==> src/rtl/chaining_record_tracker.sv <==
// Tracks one in-flight vector instruction's destination-register write progress
// so later instructions can chain on elements as they become available.
module chaining_record_tracker #(
  parameter int OFFSET_WIDTH = 6,
  localparam int MASK_WIDTH  = 8 * (2 ** OFFSET_WIDTH)
) (
  input  logic                    clock,
  input  logic                    reset,
  input  logic                    issue_valid,
  output logic                    issue_ready,
  input  logic [2:0]              issue_instIndex,
  input  logic                    issue_vd_valid,
  input  logic [4:0]              issue_vd,
  input  logic [MASK_WIDTH-1:0]   issue_initMask,
  input  logic                    write_valid,
  input  logic [4:0]              write_vd,
  input  logic [OFFSET_WIDTH-1:0] write_offset,
  input  logic [2:0]              write_instIndex,
  input  logic                    write_last,
  input  logic                    release_valid,
  input  logic [2:0]              release_instIndex,
  output logic                    recordValid,
  output logic                    record_bits_vd_valid,
  output logic [4:0]              record_bits_vd_bits,
  output logic [2:0]              record_bits_instIndex,
  output logic [MASK_WIDTH-1:0]   record_bits_elementMask,
  output logic                    record_done
);

  typedef enum logic [1:0] {
    ST_IDLE   = 2'd0,
    ST_ACTIVE = 2'd1,
    ST_DONE   = 2'd2
  } state_t;

  state_t                  r_state;
  logic                    r_vd_valid;
  logic [4:0]              r_vd;
  logic [2:0]              r_inst_index;
  logic [MASK_WIDTH-1:0]   r_mask;
  logic                    r_done;

  state_t                  w_next_state;
  logic                    w_next_vd_valid;
  logic [4:0]              w_next_vd;
  logic [2:0]              w_next_inst_index;
  logic [MASK_WIDTH-1:0]   w_next_mask;
  logic                    w_next_done;

  logic                    w_release_hit;
  logic                    w_issue_fire;
  logic [4:0]              w_dist;
  logic                    w_write_hit;
  logic [OFFSET_WIDTH+2:0] w_bit_idx;

  // The write targets one of the eight registers of the group starting at r_vd;
  // the distance wraps mod 32 so groups may straddle v31 -> v0.
  assign w_dist        = write_vd - r_vd;
  assign w_bit_idx     = {w_dist[2:0], write_offset};
  assign w_write_hit   = write_valid && (r_state == ST_ACTIVE) &&
                         (write_instIndex == r_inst_index) && (w_dist[4:3] == 2'b00);
  assign w_release_hit = release_valid && (r_state != ST_IDLE) &&
                         (release_instIndex == r_inst_index);
  assign issue_ready   = (r_state == ST_IDLE) || w_release_hit;
  assign w_issue_fire  = issue_valid && issue_ready;

  // NOTE: every next-value is defaulted to its current register first, so no path
  // through this block leaves a signal unassigned and no latch is inferred.
  always_comb begin
    w_next_state      = r_state;
    w_next_vd_valid   = r_vd_valid;
    w_next_vd         = r_vd;
    w_next_inst_index = r_inst_index;
    w_next_mask       = r_mask;
    w_next_done       = r_done;
    if (w_issue_fire) begin
      w_next_state      = ST_ACTIVE;
      w_next_vd_valid   = issue_vd_valid;
      w_next_vd         = issue_vd;
      w_next_inst_index = issue_instIndex;
      w_next_mask       = issue_initMask;
      w_next_done       = 1'b0;
    end else if (w_release_hit) begin
      w_next_state = ST_IDLE;
      w_next_mask  = '0;
      w_next_done  = 1'b0;
    end else begin
      case (r_state)
        ST_ACTIVE: begin
          if (w_write_hit) begin
            w_next_mask[w_bit_idx] = 1'b1;
            if (write_last) begin
              w_next_state = ST_DONE;
              w_next_done  = 1'b1;
              w_next_mask  = '1;
            end
          end
        end
        ST_DONE:  w_next_mask = '1;
        default:  ;
      endcase
    end
  end

  // NOTE: sequential state uses non-blocking assignments so every register samples
  // the pre-edge values, independent of statement order.
  always_ff @(posedge clock) begin
    if (reset) begin
      r_state      <= ST_IDLE;
      r_vd_valid   <= 1'b0;
      r_vd         <= '0;
      r_inst_index <= '0;
      r_mask       <= '0;
      r_done       <= 1'b0;
    end else begin
      r_state      <= w_next_state;
      r_vd_valid   <= w_next_vd_valid;
      r_vd         <= w_next_vd;
      r_inst_index <= w_next_inst_index;
      r_mask       <= w_next_mask;
      r_done       <= w_next_done;
    end
  end

  assign recordValid             = (r_state != ST_IDLE);
  assign record_bits_vd_valid    = r_vd_valid;
  assign record_bits_vd_bits     = r_vd;
  assign record_bits_instIndex   = r_inst_index;
  assign record_bits_elementMask = r_mask;
  assign record_done             = r_done;

endmodule

==> config.mk <==
export PLATFORM = sky130hd
export DESIGN_NAME = chaining_record_tracker
export DESIGN_NICKNAME = d
export VERILOG_FILES = /design/src/rtl/chaining_record_tracker.sv
export SDC_FILE = /design/constraint.sdc
export NUM_CORES = 1
export LEC_CHECK = 0
export ABC_CLOCK_PERIOD_IN_PS = 3100
export CAP_MARGIN = 5
export CELL_PAD_IN_SITES_DETAIL_PLACEMENT = 0
export CELL_PAD_IN_SITES_GLOBAL_PLACEMENT = 1
export CORE_AREA = 5 5 412 414
export CTS_CLUSTER_SIZE = 40
export DETAILED_ROUTE_END_ITERATION = 7
export DIE_AREA = 0 0 417 419
export GPL_TIMING_DRIVEN = 0
export PLACE_DENSITY_LB_ADDON = 0.15
export SYNTH_ARGS = -nofsm -noshare
export SYNTH_HDL_FRONTEND = slang
export SYNTH_SLANG_ARGS = --single-unit
==> constraint.sdc <==
create_clock -name clock -period 3.1 [get_ports clock]
set_clock_uncertainty 0.15 [all_clocks]
set_input_delay 0.465 -clock clock [delete_from_list [all_inputs] [get_ports clock]]
set_output_delay 0.465 -clock clock [all_outputs]
set_load 0.02 [all_outputs]
# Word level (Yosys, flattened, before mapping)
# Index checks and enable logic that the tools add are counted.
# W data, S select, Z words.
# word_totals
elab_cells	46
out_inout_bits	524
romBits	0
latch_bits	0
ram_bits	0
inputBits	544
ff_bits	523
mem_count	0
# op_classes
eq_ne	5
n_reduce_logical	19
multipliers	0
n_bitwise	1
n_div	0
n_shift	0
n_mux	12
magnitude_cmp	2
addsub	1
# op_table
cell	n
$mux W512	4
$pmux W512 S2	1
$or A512 B512 Y512	1
$lt A9 B10 Y1 const B	1
$demux W1 S9	1
$ge A9 B1 Y1 const B	1
$reduce_bool A3 Y1	3
$logic_and A1 B1 Y1	7
$eq A3 B3 Y1	2
$mux W1	6
$reduce_and A3 Y1	2
$sub A5 B5 Y5	1
$logic_not A2 Y1	2
$ne A4 B4 Y1 const B	1
$reduce_bool A4 Y1	1
$reduce_or A3 Y1	1
$eq A2 B1 Y1 const B	1
$eq A2 B2 Y1 const B	1
$reduce_and A2 Y1	1
$reduce_bool A2 Y1	1
$logic_or A1 B1 Y1	1

# Longest topological paths before layout
# Gate-level depths: netlist (run 1).
# depth
ltp_word	11
ltp_mapped	12
mapped_depth_nobuf	9

# Least setup slack after synthesis (run 1)
# OpenSTA, ideal clock, no wires.
# synth_timing
kind	input to register
from	input port write_vd[0]
to	register r_mask[196], in the netlist record_bits_elementMask[196]
arrival_ns	2.668
setup_time_ns	0.057
required_time_ns	2.893
path_stages	11
path_slack_ns	0.225
n_path_buf	2
path_cell_list	inv_1 > ha_1 > inv_1 > fa_1 > or4b_2 > clkbuf_1 > clkbuf_1 > nor3_1 > o31ai_1 > a21oi_1 > mux2_4
# synth_between
elab_chain_cells	11
word_cells_on_any_way	16
classes_between	1 x add/sub; 2 x order compare; 1 x eq/ne; 7 x mux; 1 x bitwise; 4 x reduce/logical
# synth_rtl
item	line	text
start: declaration	16	input logic [4:0] write_vd,
$sub A5 B5 Y5 (*)	58	assign w_dist = write_vd - r_vd;
$lt A9 B10 Y1 (not written as such) or $ge A9 B1 Y1 (tied branches)	91	w_next_mask[w_bit_idx] = 1'b1;
$logic_and A1 B1 Y1 (not written as such)	91	
$mux W1 (not written as such)	91	
$demux W1 S9	91	
$or A512 B512 Y512 (no line)	--	
$mux W512	92	if (write_last) begin
$mux W512	90	if (w_write_hit) begin
$pmux W512 S2	88	case (r_state)
$mux W512	83	end else if (w_release_hit) begin
$mux W512	76	if (w_issue_fire) begin
end signal: assignment	120	r_mask <= w_next_mask;
end: declaration	40	logic [MASK_WIDTH-1:0] r_mask;
# Every way passes the cells marked *; elsewhere a longest branch is shown, timed or not. The select of a mux whose other input is x is not followed.
# A chain may end at the register's enable or synchronous reset.

# Worst setup path in the final report (run 1)
# layout_timing
from	register r_vd[0], in the netlist record_bits_vd_bits[0]
to	register r_mask[95], in the netlist record_bits_elementMask[95]
# layout_between
elab_chain_cells	11
word_cells_on_any_way	16
classes_between	1 x add/sub; 2 x order compare; 1 x eq/ne; 7 x mux; 1 x bitwise; 4 x reduce/logical
# layout_rtl
item	line	text
start: declaration	38	logic [4:0] r_vd;
start signal: assignment	118	r_vd <= w_next_vd;
$sub A5 B5 Y5 (*)	58	
$lt A9 B10 Y1 (not written as such) or $ge A9 B1 Y1 (tied branches)	91	
$logic_and A1 B1 Y1 (not written as such)	91	
$mux W1 (not written as such)	91	
$demux W1 S9	91	
$or A512 B512 Y512 (no line)	--	
$mux W512	92	
$mux W512	90	
$pmux W512 S2	88	
$mux W512	83	
$mux W512	76	
# Marks and branches as above.

==> impl_metrics.tcl, run 1 <==
set metrics [dict create \
    ir_drop_uv 328.0 \
    r2r_end "record_bits_elementMask[95]" \
    via_per_inst 4.924 \
    slew_headroom 0.05722 \
    worstPathCellList "ha_4, inv_2, fa_2, buf_6, or4b_4, buf_12, nor3_4, o31ai_2, a21oi_1, mux2_4" \
    violations "setup timing" \
    dpl.cell_count 7502 \
    critPathRequiredTime_ns 3.57 \
    cp-endpoint "record_bits_elementMask[95]" \
    synthFlopType "dfxtp_1" \
    ys_warn_count 0 \
    clk-insertion-delay-late_ns 0.67 \
    num_rows 150 \
    io_pins 1068 \
    overflow 0 \
    slowest_stage "or4b_4" \
    area_growth_pct 48.26 \
    cts_made_buffers 77 \
    yosys.area.top_type "dfxtp_1" \
    numPortBuffers 1066 \
    synth_cell_type_count 40 \
    synth_area_leaders "dfxtp_1 (29%), mux2_4 (20%), o31ai_1 (11%)" \
    hold_viol_final 0 \
    pre_cts_slack_ns -2.151 \
    drc 0 \
    crit_type "reg2reg" \
    syn_nets 4779 \
    cts_tree "yes" \
    cts.sinks 523 \
    grt_pass1_wl_mm 317.8 \
    synth_top_area_share 0.2919 \
    setup_ws_ns -0.005341 \
    htreeDepth 3 \
    ant_nets 0 \
    first_iter_violations 2512 \
    synth_edf_count 0 \
    worst_pin_slew_ns 1.414 \
    reg2reg_from "record_bits_vd_bits[0]" \
    fin_cells 7688 \
    critical_path_arrival_ns 3.57 \
    p_leak_uw 0.02007 \
    grt_pass1_vias 38317 \
    cellPowerDensity_nw_per_um2 534.0 \
    num_vias 37857 \
    crit_path_start_kind "register" \
    cts_hold_buffers 0 \
    antenna_found_initial 72 \
    achievable-frequency_ghz 0.3220 \
    status "finished with violations" \
    critPathLaunch "record_bits_vd_bits[0]" \
    core_area_sq_um 165900 \
    worstPathMaxFanout 7 \
    synth_area_sq_um 35870 \
    max_stage_delay_ns 0.70 \
    dpl.hpwl_mm 176.9 \
    crit_path_end_kind "register" \
    finalSetupViolCount 2 \
    grt_max_degree 13 \
    n_fill_cell 17773 \
    die_area_sq_um 174700 \
    cts-root-buf "clkbuf_16" \
    clock_path_buffers 3 \
    die_h_um 419 \
    start_util 0.2162 \
    layout_commonest_cell "clkdlybuf4s50_1" \
    maxSlewViolCount 0 \
    wl_per_cell_um 30.69 \
    rsz0062_at_grt "true" \
    maxCapViolations 0 \
    ys_async_sr_fraction 0 \
    syn_inst 4227 \
    nets 5942 \
    layout-drive-gt1-share 0.1830 \
    wl_mm 235.9 \
    path_clk_slew_ns 0.06 \
    hold_class "in2reg" \
    die_w_um 417 \
    synth_seq_area_share 0.2919 \
    fin_crit_sh 1.002 \
    rrSetupSlack_ns -0.005 \
    period_needed_ns 3.105 \
    syn_avg_cell_area_sq_um 8.487 \
    synth-seq-cells 523 \
    grt_usage 0.2549 \
    r2r_cells 10 \
    first_pass_iters 5 \
    layout_common_cells "clkdlybuf4s50_1 (1064), dfxtp_1 (522), a21oi_1 (519)" \
    tns_ns -0.009233 \
    place_congestion 0.8430 \
]
timing repair:
action | CTS | global route
setup endpoints to repair | 523 | 462
hold endpoints to repair | 0 | 0
gates resized for setup | 170 | 111
pin swaps | 12 | 23
setup buffers | 21 | 5
cloned | 2 | 3
cells by family (layout without fill, tap and decap cells):
family | count (synthesis) | in the layout | share of synthesized area
AOI/OAI and AO/OA | 1037 | 1037 | 0.1810
muxes | 518 | 518 | 0.2126
DFF | 523 | 523 | 0.2919
other | 0 | 36 | 0
and+or+nand+nor | 1596 | 1596 | 0.2267
adders and majority gates | 8 | 8 | 0.002999
buffers and inverters | 535 | 1756 | 0.08238
xor gates and xnor gates | 10 | 10 | 0.002441
critical path, delay by kind of cell, from the launching register on:
| family | cells | cell delay, ns |
|---|---|---|
| AND/OR/NAND/NOR | 2 | 0.90 |
| multiplexers | 1 | 0.16 |
| flip-flops | 1 | 0.36 |
| adder cells (fa/ha/maj) | 2 | 0.71 |
| AO/OA/AOI/OAI | 2 | 0.27 |
| buffers and inverters | 3 | 0.46 |
cell usage after synthesis, types with 2 or more instances:
| cell type | n |
|---|---|
| nor2b_1 | 513 |
| nor2_1 | 12 |
| nor3_1 | 512 |
| a21oi_1 | 519 |
| ha_1 | 7 |
| mux2_2 | 32 |
| inv_1 | 9 |
| o31ai_1 | 512 |
| dfxtp_1 | 523 |
| nand2_1 | 517 |
| nand4b_1 | 8 |
| mux2i_1 | 6 |
| and2_1 | 2 |
| buf_12 | 44 |
| or4b_2 | 6 |
| mux2_4 | 480 |
| or4_1 | 2 |
| nand4_1 | 3 |
| nand4bb_1 | 12 |
| clkbuf_1 | 319 |
| buf_6 | 10 |
| buf_2 | 125 |
| buf_1 | 28 |
| or4b_1 | 2 |
| xnor2_1 | 4 |
| xor2_1 | 6 |
layer usage:
metal / track usage / wire, um / vias to the layer above
li1: - / - / 17417
met1: 0.3049 / 96250 / 18838
met2: 0.4463 / 117200 / 1235
met3: 0.05138 / 12350 / 351
met4: 0.1020 / 10000 / 16
met5: 0 / 115 / -
metrics by stage:
step / util / power (uW) / instance area [sq um] / hold slack (ns)
after floorplan: - / 14020 / 35870 / 0.3372
after global placement: 0.2972 / 18840 / 49300 / 0.3266
after detailed placement: 0.2979 / 18890 / 49420 / 0.3548
after CTS: 0.3179 / 28650 / 52740 / 0.1979
after global routing: 0.3204 / 29460 / 53160 / 0.2298
final: 0.3206 / 28400 / 53190 / 0.2583
registers in the layout, summed over array words and instances (netlist names):
signal                   count
r_state                      1
record_bits_elementMask    512
record_bits_instIndex        3
record_bits_vd_bits          5
record_bits_vd_valid         1
record_done                  1
how the worst min path moves through the flow:
stage          slack (ns)  depth (start not counted)                        to                 start
6_report             0.26                          3    record_bits_vd_bits[1]           issue_vd[1]
5_1_grt              0.23                          3  record_bits_instIndex[0]    issue_instIndex[0]
3_3_place_gp         0.33                          2      record_bits_vd_valid  record_bits_vd_valid
3_5_place_dp         0.35                          2      record_bits_vd_valid  record_bits_vd_valid
2_1_floorplan        0.34                          2                r_state[0]            r_state[0]
4_1_cts              0.20                          3    record_bits_vd_bits[1]           issue_vd[1]
area by class of cell:
class,count,area (sq um),area share
sequential,523,10470,0.1969
buffer,507,3303,0.06211
inverter,9,33.78,0.0006352
timing repair buffer,1103,11120,0.2090
tap,2204,2758,0.05185
clock buffer,112,2230,0.04192
antenna,36,90.09,0.001694
multi-input combinational,3169,22830,0.4293
clock inverter,25,349.1,0.006563
report_power, final:
| group | switching [uW] | total [uW] | internal, uW | leakage (uW) |
|---|---|---|---|---|
| registers | 747 | 8350 | 7600 | 0.00432 |
| logic | 5660 | 10600 | 4980 | 0.0145 |
| clock network | 3900 | 9410 | 5510 | 0.00127 |
(Power assumes the default switching activity.)
==> run 2, diff against run 1 <==
--- a/config.mk
+++ b/config.mk
@@ -15,6 +15,7 @@
 export DIE_AREA = 0 0 417 419
 export GPL_TIMING_DRIVEN = 0
 export PLACE_DENSITY_LB_ADDON = 0.15
+export SLEW_MARGIN = 10
 export SYNTH_ARGS = -nofsm -noshare
 export SYNTH_HDL_FRONTEND = slang
 export SYNTH_SLANG_ARGS = --single-unit
==> run 2 against run 1 <==
Against the previous run:
- the flow now finishes without violations
- final cell count hardly changed
- worst hold slack better by 0.0011 ns
- first-iteration DRC count is 3.4% higher
- die area stayed put
- clock power is 3.7% lower
- total power is 1.4% lower
- setup slack better by 0.063 ns
- sequential power hardly changed
- design area is 0.43% lower
- sequential cell count stayed put
- critical path type unchanged
==> impl_metrics.tcl, run 2 (same netlist as run 1, synthesis figures left out) <==
set metrics [dict create \
    num_rows 150 \
    critical_path_arrival_ns 3.51 \
    io_pins 1068 \
    cts_made_buffers 78 \
    pre_cts_slack_ns -1.900 \
    cts-root-buf "clkbuf_16" \
    overflow 0 \
    fin_area_sq_um 52960 \
    hold_viol_final 0 \
    num_vias 37768 \
    layout-drive-gt1-share 0.1834 \
    antenna_found_initial 69 \
    slew_headroom 0.1345 \
    crit_path_end_kind "register" \
    maxCapViolations 0 \
    setup_ws_ns 0.05736 \
    fin_crit_sh 0.9815 \
    critPathRequiredTime_ns 3.57 \
    place_congestion 0.8430 \
    r2r_cells 10 \
    period_needed_ns 3.043 \
    crit_path_start_kind "register" \
    layout_common_cells "clkdlybuf4s50_1 (1064), dfxtp_1 (522), a21oi_1 (519)" \
    area_growth_pct 47.62 \
    rsz0062_at_grt "true" \
    maxSlewViolCount 0 \
    grt_usage 0.2553 \
    dpl_cell_area_sq_um 49370 \
    drc 0 \
    worst_pin_slew_ns 1.298 \
    p_leak_uw 0.01994 \
    ir_drop_uv 406.9 \
    die_h_um 419 \
    clk-insertion-delay-late_ns 0.67 \
    grt_pass1_wl_mm 319.0 \
    via_per_inst 4.911 \
    die_w_um 417 \
    numPortBuffers 1066 \
    first_pass_iters 8 \
    crit_type "reg2reg" \
    worstPathMaxFanout 6 \
    dpl.hpwl_mm 176.5 \
    n_fill_cell 17757 \
    die_area_sq_um 174700 \
    cellPowerDensity_nw_per_um2 529.0 \
    grt_pass1_vias 38472 \
    path_clk_slew_ns 0.06 \
    min_path_cells 3 \
    layout_commonest_cell "clkdlybuf4s50_1" \
    clock_path_buffers 3 \
    cts_tree "yes" \
    largest_reg_flops 512 \
    achievable-frequency_ghz 0.3287 \
    wl_mm 235.8 \
    core_area_sq_um 165900 \
    status "complete, no violations" \
    grt_max_degree 13 \
    hold_class "in2reg" \
    nets 5934 \
    finalSetupViolCount 0 \
    cts.sinks 523 \
    first_iter_violations 2597 \
    total_power_uw 28010 \
    start_util 0.2162 \
    wl_per_cell_um 30.66 \
    htreeDepth 3 \
    cts_hold_buffers 0 \
    ant_nets 0 \
]
run 2: layout make-up:
class / count / area (sq um) / area share
Inverter: 9 / 33.78 / 0.0006379
Buffer: 508 / 3263 / 0.06162
Clock buffer: 118 / 2273 / 0.04293
Timing Repair Buffer: 1093 / 11000 / 0.2077
Sequential cell: 523 / 10470 / 0.1978
Clock inverter: 22 / 200.2 / 0.003780
Antenna cell: 45 / 112.6 / 0.002126
Tap cell: 2204 / 2758 / 0.05207
Multi-Input combinational cell: 3169 / 22840 / 0.4314
run 2: through the flow:
step | util | instances | setup TNS (ns) | hold slack, ns
6_report | 0.3192 | 7691 | 0 | 0.2594
5_1_grt | 0.3191 | 7683 | -0.06923 | 0.2179
4_1_cts | 0.3170 | 7646 | -0.001285 | 0.1919
3_5_place_dp | 0.2976 | 7498 | -798.50 | 0.3536
3_3_place_gp | 0.2972 | 7497 | -867.62 | 0.3266
2_1_floorplan | - | 4227 | 0 | 0.3372
run 2: report_power, final:
group	internal [uW]	switching (uW)
logic	4940	5670
registers	7600	743
clock network	5160	3890
run 2: worst paths after layout:
kind | start | to | slack (ns)
worst min-delay path | issue_vd[1] | record_bits_vd_bits[1] | 0.26
worst min register to register | record_bits_vd_valid | record_bits_vd_valid | 0.37
worst max register to register | record_bits_vd_bits[0] | record_bits_elementMask[95] | 0.06
worst max-delay path | record_bits_vd_bits[0] | record_bits_elementMask[95] | 0.06
run 2: per-layer routing:
| metal | GRT usage | wire [um] | share of wire | vias to the layer above |
|---|---|---|---|---|
| li1 | - | - | - | 17408 |
| met1 | 0.3092 | 97350 | 0.41 | 18748 |
| met2 | 0.4398 | 116300 | 0.49 | 1256 |
| met3 | 0.04991 | 11890 | 0.050 | 342 |
| met4 | 0.1098 | 10170 | 0.043 | 14 |
| met5 | 0 | 91 | 0.00039 | - |
run 2: repair_timing:
item / CTS / global route
resized for setup: 178 / 74
setup endpoints to repair: 520 / 423
endpoints found under the hold margin: 0 / 0
setup buffers: 21 / 1
cloned: 2 / 2
pin swaps: 13 / 13
run 2: worst max-delay path, cell delays in order (launching register included):
cell,delay [ns]
dfxtp_4,0.36
ha_4,0.16
inv_2,0.05
fa_2,0.57
buf_6,0.21
or4b_4,0.68
clkbuf_16,0.25
nor3_2,0.11
o31ai_1,0.09
a21oi_1,0.18
mux2_4,0.16
==> run 3, diff against run 2 <==
--- a/config.mk
+++ b/config.mk
@@ -5,16 +5,18 @@
 export SDC_FILE = /design/constraint.sdc
 export NUM_CORES = 1
 export LEC_CHECK = 0
-export ABC_CLOCK_PERIOD_IN_PS = 3100
+export ABC_AREA = 1
+export ABC_CLOCK_PERIOD_IN_PS = 2700
 export CAP_MARGIN = 5
 export CELL_PAD_IN_SITES_DETAIL_PLACEMENT = 0
 export CELL_PAD_IN_SITES_GLOBAL_PLACEMENT = 1
-export CORE_AREA = 5 5 412 414
+export CORE_AREA = 5 5 416 418
 export CTS_CLUSTER_SIZE = 40
 export DETAILED_ROUTE_END_ITERATION = 7
-export DIE_AREA = 0 0 417 419
+export DIE_AREA = 0 0 421 423
 export GPL_TIMING_DRIVEN = 0
 export PLACE_DENSITY_LB_ADDON = 0.15
+export SETUP_SLACK_MARGIN = 0.4
 export SLEW_MARGIN = 10
 export SYNTH_ARGS = -nofsm -noshare
 export SYNTH_HDL_FRONTEND = slang
==> constraint.sdc (replaced) <==
create_clock -name clock -period 2.7 [get_ports clock]
set_clock_uncertainty 0.15 [all_clocks]
set_input_delay 0.405 -clock clock [delete_from_list [all_inputs] [get_ports clock]]
set_output_delay 0.405 -clock clock [all_outputs]
set_load 0.02 [all_outputs]
==> run 3 against run 2 <==
Against the previous run:
- final cell count grew 31%
- highest routed layer unchanged
- die area grew 1.9%
- non-clock buffer count grew 21
- register-to-register slack lost 0.08 ns
- sequential share of layout area shrank 0.39 points
- setup slack lost 0.077 ns
- combinational power grew 38%
- the run now ends with setup timing left
- worst hold slack lost 0.058 ns
- synthesized area shrank 2.6%
==> impl_metrics.tcl, run 3 <==
set metrics [dict create \
    setup_ws_ns -0.02012 \
    slowest_stage "fa_2" \
    cts.sinks 523 \
    cts_made_buffers 78 \
    place_congestion 0.8860 \
    start_util 0.2072 \
    synth_mux_area_frac 0 \
    use_met2 0.4708 \
    met1_usage 0.3201 \
    period_needed_ns 2.720 \
    synth_top_family_by_area "simple AND/OR/NAND/NOR gates" \
    synthSimpleGateAreaFrac 0.5665 \
    worstPathMaxFanout 10 \
    ant_nets 0 \
    violations "setup timing" \
    grt_pass1_wl_mm 342.4 \
    path_clk_slew_ns 0.06 \
    ys_warn_count 0 \
    die_h_um 423 \
    dpl.hpwl_mm 186.6 \
    ys_async_sr_fraction 0 \
    num_rows 151 \
    dpl.cell_count 9839 \
    num_vias 45163 \
    worstPathCellList "ha_4, inv_2, fa_2, inv_2, nor2_1, nor2_1, nor2_1, nor2_1, nand2_1, nand3_2, nand2_4, buf_12, buf_12, buf_16, buf_12, nor2_1, nor2_1" \
    synth-seq-cells 523 \
    wl_per_cell_um 24.89 \
    numPortBuffers 1067 \
    syn_inst 6554 \
    via_per_inst 4.479 \
    clk-insertion-delay-late_ns 0.68 \
    io_pins 1068 \
    first_iter_violations 3528 \
    busiest_layer "met2" \
    maxCapViolations 0 \
    core_area_sq_um 168700 \
    synth_xor_area_frac 0.001038 \
    syn_nets 7106 \
    hold_viol_final 0 \
    worst_pin_slew_ns 1.340 \
    layout_common_cells "nand2_1 (3090), nor2_1 (1244), clkdlybuf4s50_1 (1065)" \
    synth_edf_count 0 \
    crit_path_start_kind "register" \
    yosys.area_share.adder 0.003078 \
    crit_type "reg2reg" \
    drc 0 \
    cts_tree "yes" \
    fin_cells 10084 \
    critPathRequiredTime_ns 3.12 \
    synth_commonest_cells "nand2_1 (3108), nor2_1 (1317), inv_1 (541)" \
    yosysMostFrequentCell "nand2_1" \
    synth_cell_type_count 26 \
    overflow 0 \
    syn_avg_cell_area_sq_um 5.334 \
    ir_drop_uv 461.4 \
    yosys.area.top_type "nand2_1" \
    synth-compound-area-share 0.002792 \
    synth_top_area_share 0.3337 \
    p_leak_uw 0.02610 \
    maxSlewViolCount 0 \
    antenna_found_initial 94 \
    grt_max_degree 12 \
    nets 8323 \
    pre_cts_slack_ns -1.150 \
    rsz0062_at_grt "true" \
    crit_path_end_kind "register" \
    grt_usage 0.2679 \
    regArea_sq_um 10480 \
    clock_path_buffers 3 \
    n_fill_cell 18991 \
    area_growth_pct 54.55 \
    fin_util 0.3202 \
    cts-root-buf "clkbuf_16" \
    critical_path_arrival_ns 3.14 \
    hold_class "in2reg" \
    first_pass_iters 5 \
    grt_pass1_vias 42770 \
    status "finished with violations" \
    slew_headroom 0.1069 \
    hold_slack_ns 0.2012 \
    fin_crit_sh 1.007 \
    cellPowerDensity_nw_per_um2 647.3 \
    layout-drive-gt1-share 0.08315 \
    layout_commonest_cell "nand2_1" \
    max_stage_delay_ns 0.40 \
    htreeDepth 3 \
    crit_top_cell "nor2_1" \
    largest_reg_flops 512 \
    synth_seq_area_share 0.2995 \
    multi_input_area_sq_um 20470 \
    synth_area_sq_um 34960 \
    die_area_sq_um 178100 \
    die_w_um 421 \
    finalSetupViolCount 30 \
    use_met3 0.04568 \
    wl_mm 251.0 \
    synthFlopType "dfxtp_1" \
    achievable-frequency_ghz 0.3676 \
    synth_area_leaders "nand2_1 (33%), dfxtp_1 (30%), nor2_1 (14%)" \
]
## run 3: cell families (layout without fill, tap and decap cells)
kind of cell | Yosys count | in the layout
simple gates | 4968 | 4968
other cells | 0 | 37
fa+ha+maj | 8 | 8
buf+inv | 1034 | 2309
flops | 523 | 523
compound gates | 19 | 19
xor+xnor | 2 | 2
## run 3: path summary, 6_finish.rpt
kind                          start                     endpoint  slack (ns)  cells after the start
min reg2reg    record_bits_vd_valid         record_bits_vd_valid        0.34                      2
min                           reset                   r_state[0]        0.20                      2
max          record_bits_vd_bits[0]  record_bits_elementMask[91]       -0.02                     17
max reg2reg  record_bits_vd_bits[0]  record_bits_elementMask[91]       -0.02                     17
## run 3: what timing repair did
item	CTS	global route
hold buffers	0	0
pin swaps	46	41
endpoints found under the setup margin	873	873
resized for setup	406	173
buffers inserted	36	9
cloned	18	7
hold endpoints to repair	0	0
## run 3: cell type report
| cell class | count | share of cell area |
|---|---|---|
| multi-input cells | 4997 | 0.3790 |
| repair buffers | 1136 | 0.2188 |
| flip-flops and latches | 523 | 0.1939 |
| plain buffers | 486 | 0.06996 |
| well taps | 2218 | 0.05136 |
| clock buffers | 126 | 0.04451 |
| inverters | 548 | 0.03853 |
| clock inverters | 12 | 0.002107 |
| diodes | 37 | 0.001714 |
| repair inverters | 1 | 0.0001158 |
## run 3: metal layers
metal | wire length [um] | vias to the layer above
met2 | 123300 | 1481
li1 | - | 22138
met1 | 102600 | 21140
met3 | 12820 | 384
met5 | 148 | -
met4 | 12170 | 20
## run 3: report_power, final
part	internal (uW)	leakage, uW	switching, uW
Combinational	5920	0.0205	8690
Clock	6160	0.00124	4490
Sequential	8860	0.00435	858
Total	20900	0.0261	14000
## run 3: stage by stage
| step | TNS (ns) | cell area [sq um] | power (uW) |
|---|---|---|---|
| detailed placement | -517.92 | 48600 | 23080 |
| finish | -0.1742 | 54030 | 34970 |
| CTS | -0.02898 | 53220 | 35030 |
| global route | -32.61 | 54000 | 36840 |
| global placement | -539.81 | 48560 | 23030 |
| floorplan | 0 | 35110 | 16710 |
## run 3: critical path: cells and delay by family (launching register included)
family / cells / cell delay, ns
flip-flops: 1 / 0.38
AND/OR/NAND/NOR: 9 / 0.78
adder cells (fa/ha/maj): 2 / 0.53
buffers and inverters: 6 / 0.75
